===== config.mk =====
export PLATFORM = sky130hd
export DESIGN_NAME = wash_phase_sequencer_flat
export DESIGN_NICKNAME = d
export VERILOG_FILES = /design/src/rtl/wash_phase_sequencer_if.sv /design/src/rtl/wash_phase_sequencer.sv /design/src/flat_wrapper.sv
export SDC_FILE = /design/constraint.sdc
export NUM_CORES = 1
export LEC_CHECK = 0
export BUFFER_PORTS_ARGS = -buffer_cell sky130_fd_sc_hd__clkbuf_2
export CORE_UTILIZATION = 50
export DETAILED_ROUTE_END_ITERATION = 6
export PLACE_DENSITY = 0.71
export SETUP_SLACK_MARGIN = 0.02
export SLEW_MARGIN = 0
export SYNTH_ARGS = -nofsm -noshare
export SYNTH_HDL_FRONTEND = slang
export SYNTH_SLANG_ARGS = --single-unit

===== constraint.sdc =====
create_clock -name clk -period 4.2 [get_ports clk]
set_clock_uncertainty 0.1 [all_clocks]
set_input_delay 0.21 -clock clk [delete_from_list [all_inputs] [get_ports clk]]
set_output_delay 0.21 -clock clk [all_outputs]
set_load 0.03 [all_outputs]

===== src/rtl/wash_phase_sequencer_if.sv =====
// Control/status bundle between the wash state controller and the phase sequencer.
interface wash_phase_sequencer_if #(
  parameter int NUM_PHASES = 4,
  parameter int PHASE_W    = 8
);
  localparam int IDX_W = $clog2(NUM_PHASES);
  localparam int TOT_W = PHASE_W + $clog2(NUM_PHASES);

  logic                          load;
  logic [NUM_PHASES*PHASE_W-1:0] durations;
  logic                          start;
  logic                          pause;
  logic                          abort;
  logic                          tick;
  logic                          busy;
  logic                          paused;
  logic                          finished;
  logic                          phase_done;
  logic [IDX_W-1:0]              phase_idx;
  logic [PHASE_W-1:0]            phase_remaining;
  logic [TOT_W-1:0]              total_remaining;

  modport master (
    output load, durations, start, pause, abort,
    input  tick, busy, paused, finished, phase_done,
           phase_idx, phase_remaining, total_remaining
  );

  modport slave (
    input  load, durations, start, pause, abort,
    output tick, busy, paused, finished, phase_done,
           phase_idx, phase_remaining, total_remaining
  );
endinterface


===== src/rtl/wash_phase_sequencer.sv =====
// Countdown sequencer: start delay, NUM_PHASES back-to-back timed phases, finish hold,
// with pause/resume, abort and one-cycle skip of zero-length phases.
module wash_phase_sequencer #(
  parameter int NUM_PHASES  = 4,
  parameter int PHASE_W     = 8,
  parameter int TICK_DIV    = 5000,
  parameter int START_DELAY = 2,
  parameter int FINISH_HOLD = 5
) (
  input  logic                   clk,
  input  logic                   rst,
  wash_phase_sequencer_if.slave  bus
);
  localparam int IDX_W    = $clog2(NUM_PHASES);
  localparam int TOT_W    = PHASE_W + $clog2(NUM_PHASES);
  localparam int PS_W     = $clog2(TICK_DIV);
  localparam int HOLD_MAX = (START_DELAY > FINISH_HOLD) ? START_DELAY : FINISH_HOLD;
  localparam int CNT_W    = $clog2(HOLD_MAX + 1);
  localparam logic [IDX_W-1:0] LAST_IDX = IDX_W'(NUM_PHASES - 1);

  typedef enum logic [2:0] {IDLE, ARMED, RUN, PAUSED, FINISH} state_t;

  state_t             state;
  state_t             resume_state;
  logic [PS_W-1:0]    ps;
  logic               tick;
  logic [CNT_W-1:0]   cnt;
  logic [PHASE_W-1:0] dur [NUM_PHASES];
  logic [TOT_W-1:0]   dur_sum;

  assign tick          = (ps == PS_W'(TICK_DIV - 1));
  assign bus.tick      = tick;
  assign bus.busy      = (state == ARMED) || (state == RUN) || (state == PAUSED);
  assign bus.paused    = (state == PAUSED);
  assign bus.finished  = (state == FINISH);

  // Free-running prescaler: keeps counting through pause so the second grid never drifts.
  always_ff @(posedge clk) begin
    if (rst || tick) ps <= '0;
    else             ps <= ps + 1'b1;
  end

  always_comb begin
    dur_sum = '0;
    for (int unsigned i = 0; i < NUM_PHASES; i++) dur_sum = dur_sum + TOT_W'(dur[i]);
  end

  // cnt serves as the start-delay counter in ARMED and the hold counter in FINISH.
  always_ff @(posedge clk) begin
    if (rst) begin
      state               <= IDLE;
      resume_state        <= IDLE;
      cnt                 <= '0;
      bus.phase_done      <= 1'b0;
      bus.phase_idx       <= '0;
      bus.phase_remaining <= '0;
      bus.total_remaining <= '0;
      for (int unsigned i = 0; i < NUM_PHASES; i++) dur[i] <= '0;
    end else begin
      bus.phase_done <= 1'b0;
      if (bus.abort) begin
        state               <= IDLE;
        bus.phase_idx       <= '0;
        bus.phase_remaining <= '0;
        bus.total_remaining <= '0;
      end else begin
        case (state)
          IDLE: begin
            if (!bus.pause) begin
              if (bus.load)
                for (int unsigned i = 0; i < NUM_PHASES; i++)
                  dur[i] <= bus.durations[i*PHASE_W +: PHASE_W];
              if (bus.start) begin
                state <= ARMED;
                cnt   <= CNT_W'(START_DELAY);
              end
            end
          end
          ARMED: begin
            if (bus.pause) begin
              state        <= PAUSED;
              resume_state <= ARMED;
            end else if (tick) begin
              cnt <= cnt - 1'b1;
              if (cnt == CNT_W'(1)) begin
                state               <= RUN;
                bus.phase_idx       <= '0;
                bus.phase_remaining <= dur[0];
                bus.total_remaining <= dur_sum;
              end
            end
          end
          RUN: begin
            if (bus.pause) begin
              state        <= PAUSED;
              resume_state <= RUN;
            end else if (bus.phase_remaining == '0) begin
              bus.phase_done <= 1'b1;
              if (bus.phase_idx == LAST_IDX) begin
                state <= FINISH;
                cnt   <= CNT_W'(FINISH_HOLD);
              end else begin
                bus.phase_idx       <= bus.phase_idx + 1'b1;
                bus.phase_remaining <= dur[bus.phase_idx + 1'b1];
              end
            end else if (tick) begin
              bus.phase_remaining <= bus.phase_remaining - 1'b1;
              if (bus.total_remaining != '0)
                bus.total_remaining <= bus.total_remaining - 1'b1;
            end
          end
          PAUSED: begin
            if (!bus.pause) state <= resume_state;
          end
          FINISH: begin
            if (tick) begin
              cnt <= cnt - 1'b1;
              if (cnt == CNT_W'(1)) begin
                state         <= IDLE;
                bus.phase_idx <= '0;
              end
            end
          end
          default: state <= IDLE;
        endcase
      end
    end
  end
endmodule

===== src/flat_wrapper.sv =====
// flat-port wrapper written by rule: the top's interface ports become plain ports
module wash_phase_sequencer_flat 
#(
  parameter int NUM_PHASES  = 4,
  parameter int PHASE_W     = 8,
  parameter int TICK_DIV    = 5000,
  parameter int START_DELAY = 2,
  parameter int FINISH_HOLD = 5
)
  (clk, rst, bus_load, bus_durations, bus_start, bus_pause, bus_abort, bus_tick, bus_busy, bus_paused, bus_finished, bus_phase_done, bus_phase_idx, bus_phase_remaining, bus_total_remaining);
  wash_phase_sequencer_if #(.NUM_PHASES(NUM_PHASES), .PHASE_W(PHASE_W)) bus_i ();
  input  logic clk;
  input  logic rst;
  input wire logic [$bits(bus_i.load)-1:0] bus_load;
  input wire logic [$bits(bus_i.durations)-1:0] bus_durations;
  input wire logic [$bits(bus_i.start)-1:0] bus_start;
  input wire logic [$bits(bus_i.pause)-1:0] bus_pause;
  input wire logic [$bits(bus_i.abort)-1:0] bus_abort;
  output wire logic [$bits(bus_i.tick)-1:0] bus_tick;
  output wire logic [$bits(bus_i.busy)-1:0] bus_busy;
  output wire logic [$bits(bus_i.paused)-1:0] bus_paused;
  output wire logic [$bits(bus_i.finished)-1:0] bus_finished;
  output wire logic [$bits(bus_i.phase_done)-1:0] bus_phase_done;
  output wire logic [$bits(bus_i.phase_idx)-1:0] bus_phase_idx;
  output wire logic [$bits(bus_i.phase_remaining)-1:0] bus_phase_remaining;
  output wire logic [$bits(bus_i.total_remaining)-1:0] bus_total_remaining;
  assign bus_i.load = bus_load;
  assign bus_i.durations = bus_durations;
  assign bus_i.start = bus_start;
  assign bus_i.pause = bus_pause;
  assign bus_i.abort = bus_abort;
  assign bus_tick = bus_i.tick;
  assign bus_busy = bus_i.busy;
  assign bus_paused = bus_i.paused;
  assign bus_finished = bus_i.finished;
  assign bus_phase_done = bus_i.phase_done;
  assign bus_phase_idx = bus_i.phase_idx;
  assign bus_phase_remaining = bus_i.phase_remaining;
  assign bus_total_remaining = bus_i.total_remaining;
  wash_phase_sequencer #(.NUM_PHASES(NUM_PHASES), .PHASE_W(PHASE_W), .TICK_DIV(TICK_DIV), .START_DELAY(START_DELAY), .FINISH_HOLD(FINISH_HOLD)) u_core (.clk(clk), .rst(rst), .bus(bus_i));
endmodule

==> run summary <==
run status = finished clean
kind of critical path = reg -> reg
max_cap viols = 0
Hold Path Depth = 2
busiest grt layer = met2
CP arrival = 3.99 ns
Netlist cell types = 71
endpoints failing setup = 0
hpwl dp = 7.681 mm
Setup TNS = 0 ns
post-synthesis compound-gate area fraction = 0.1532
Site Rows = 35
synthesized net count = 583
root buffer cell = clkbuf_8
post-CTS setup buffers = 0
Num Clock Sinks = 74
main area contributors after synthesis = edfxtp_1 (20%), dfxtp_1 (18%), ha_1 (6.0%)
initial core utilization = 0.5160
Tcrit/Tclk final = 0.9096
Chip Height = 99.66 µm
Avg Cell Area, Syn = 9.313 µm²
most common flop cell mapped by yosys = dfxtp_1
Adder-Cell Fraction of Synth Area = 0.1023
fin. max-slew vios = 0
internal power = 1198 µW
Yosys reg bits = 74
commonest non-fill, non-tap cell in the layout = clkbuf_2
largest net degree at the start of global routing = 36
Ports = 63
Post-DP Area = 0.005152 mm²
grt met1 use = 0.3021
multiplexer share of the synthesized area = 0.04618
pwr/cell area = 311.9 mW/mm²
Post-synth EDFFs = 32
DRT antenna net count = 0
grt ovf = 0
Startpoint Class = flip-flop
worst reg2reg path depth = 18
Slew headroom = 0.5124
Syn Inst Count = 512
CP Max Fanout = 4
TritonCTS buffer count = 9
Worst-path clk slew = 0.09 ns
Syn-to-layout area delta = 12.25%
Worst Max-Slew Pin Slew = 0.7287 ns
number of global-route vias before repair = 3740
multi-input combinational cell area = 0.002680 mm²
CTS tree = yes
WL/cell = 14.59 µm
post-cts resize count = 0
maximum root-to-sink buffer count = 2
most frequent cells in the layout = clkbuf_2 (62), nor2_1 (54), inv_1 (45)
largest family of logic cells by synthesized area = simple AND/OR/NAND/NOR gates
ANT cells = 0
Final nets = 638
Comb pwr share = 0.183
worst path cell trace = ha_1, inv_1, fa_1, nor2b_1, o21ai_0, a21boi_0, o21a_1, nor2_1, xor2_1, fa_1, inv_1, ha_1, nor3_1, o21ai_0, a31oi_1, xnor2_1, a21oi_1, o31ai_1
initial antenna violation count = 0
post-route cell area = 0.005353 mm²
Slowest-stage cell, CP = fa_1
xor and xnor area share after synthesis = 0.04225
Avg Vias per Cell = 5.469
VDD IR max = 0.0002009 V
Async SR Flop Fraction = 0
Worst Path Required = 4.37 ns
DRC = 0
first-pass GRT wire length = 17.63 mm
Post-CTS Hold Fix Bufs = 0
Synth top area share = 0.2015
Post-Synth Simple-Gate Area = 0.2181
die area = 0.009931 mm²
share of layout cells above drive strength 1 = 0.1871
Clock Power Share = 0.345
clk_lat worst skew = 0.36 ns
first drt pass iteration count = 5
CTS H-tree lvls = 3
Worst setup EP type = flip-flop
Syn Std Cell Area = 0.004768 mm²
FMAX = 261.8 MHz
RSZ-0062 raised after global routing = no
final hold vios = 0
sequential power share = 0.472
routability cong. = 0.8511
sequential area share after synthesis = 0.3779
Synth warnings = 0
HP Class = in -> reg
IO buf count = 62
gr usage total = 0.2247
NetSw = 471.5 µW
drt initial violations = 286
post-synth top area cell = edfxtp_1
LEAKAGE = 0.002218 µW
met3 Usage GRT = 0.04568
CP peak stage delay = 0.51 ns
Die W = 99.66 µm
routed wire length = 10.23 mm
Vias = 3834
area of the core = 0.009240 mm²
GR Util met2 = 0.3611
register area = 0.001802 mm²
min Tclk post-route = 3.820 ns
switching fraction of total power = 0.2824
# fillers = 814
[flip-flops by register name (all words and copies together), names as in the netlist]
| signal | count |
|---|---|
| u_core.cnt | 3 |
| u_core.bus.total_remaining | 10 |
| u_core.state | 3 |
| u_core.dur | 32 |
| u_core.resume_state | 2 |
| u_core.bus.phase_done | 1 |
| u_core.bus.phase_idx | 2 |
| u_core.ps | 13 |
| u_core.bus.phase_remaining | 8 |
[layout make-up]
class	count	share of cell area
Sequential cell	74	0.3366
Multi-Input combinational cell	371	0.5007
Clock buffer	10	0.02571
Inverter	45	0.03156
Timing Repair Buffer	66	0.06358
Clock inverter	6	0.01169
Tap cell	129	0.03015
[worst max-delay path: cells and delay by family (launching register included)]
family                   cells  cell delay [ns]
adder cells (fa/ha/maj)      4             1.40
XOR/XNOR                     2             0.30
AO/OA/AOI/OAI                7             1.06
buffers and inverters        2             0.11
AND/OR/NAND/NOR              3             0.37
flip-flops                   1             0.38
[synth_stat cells (all sizes together), types with 10 or more instances]
library cell	instances
nor2	54
inv	45
dfxtp	42
and2	33
edfxtp	32
o21ai	32
a21oi	30
nand2	30
ha	23
xor2	15
clkbuf	14
nand3	13
nor3	13
fa	10
[cell families (layout without fill, tap and decap cells)]
family	Yosys count	after routing
muxes	12	12
AOI/OAI and AO/OA	109	109
and+or+nand+nor	194	194
DFF	74	74
xor gates and xnor gates	23	23
buffers and inverters	67	127
adders and majority gates	33	33
[per-layer routing]
metal / routed length (µm) / up-vias
met5: 0 / -
met4: 187 / 0
met3: 453 / 16
met2: 4711 / 96
met1: 4877 / 1803
li1: - / 1919
[power groups by stage]
stage               registers, µW  clock network [µW]  logic, µW
floorplan                     799                   0        225
detailed placement            804                   0        302
CTS                           787                 588        305
global route                  791                 620        346
global placement              803                   0        291
finish                        787                 576        306
[through the flow]
step                      cells  setup slack (ns)  hold WS, ns  utilization  total power [µW]
final                       701            0.3796      0.02307       0.5793              1669
after global routing        701           0.09082     0.007544       0.5793              1756
after CTS                   701            0.3724     0.009452       0.5793              1680
after detailed placement    685            0.4175       0.3582       0.5576              1106
after global placement      685            0.5511       0.3434       0.5576              1094
after floorplan             512            0.7770       0.2727            -              1023
[final timing paths]
path | end | from | slack (ns)
setup / recovery | u_core.bus.total_remaining[8] | u_core.dur[0][0] | 0.38
hold / removal | u_core.dur[1][1] | bus_durations[9] | 0.02
setup reg to reg | u_core.bus.total_remaining[8] | u_core.dur[0][0] | 0.38
hold reg to reg | u_core.ps[0] | u_core.ps[0] | 0.38
No activity file was read; power rests on OpenSTA's default activity.
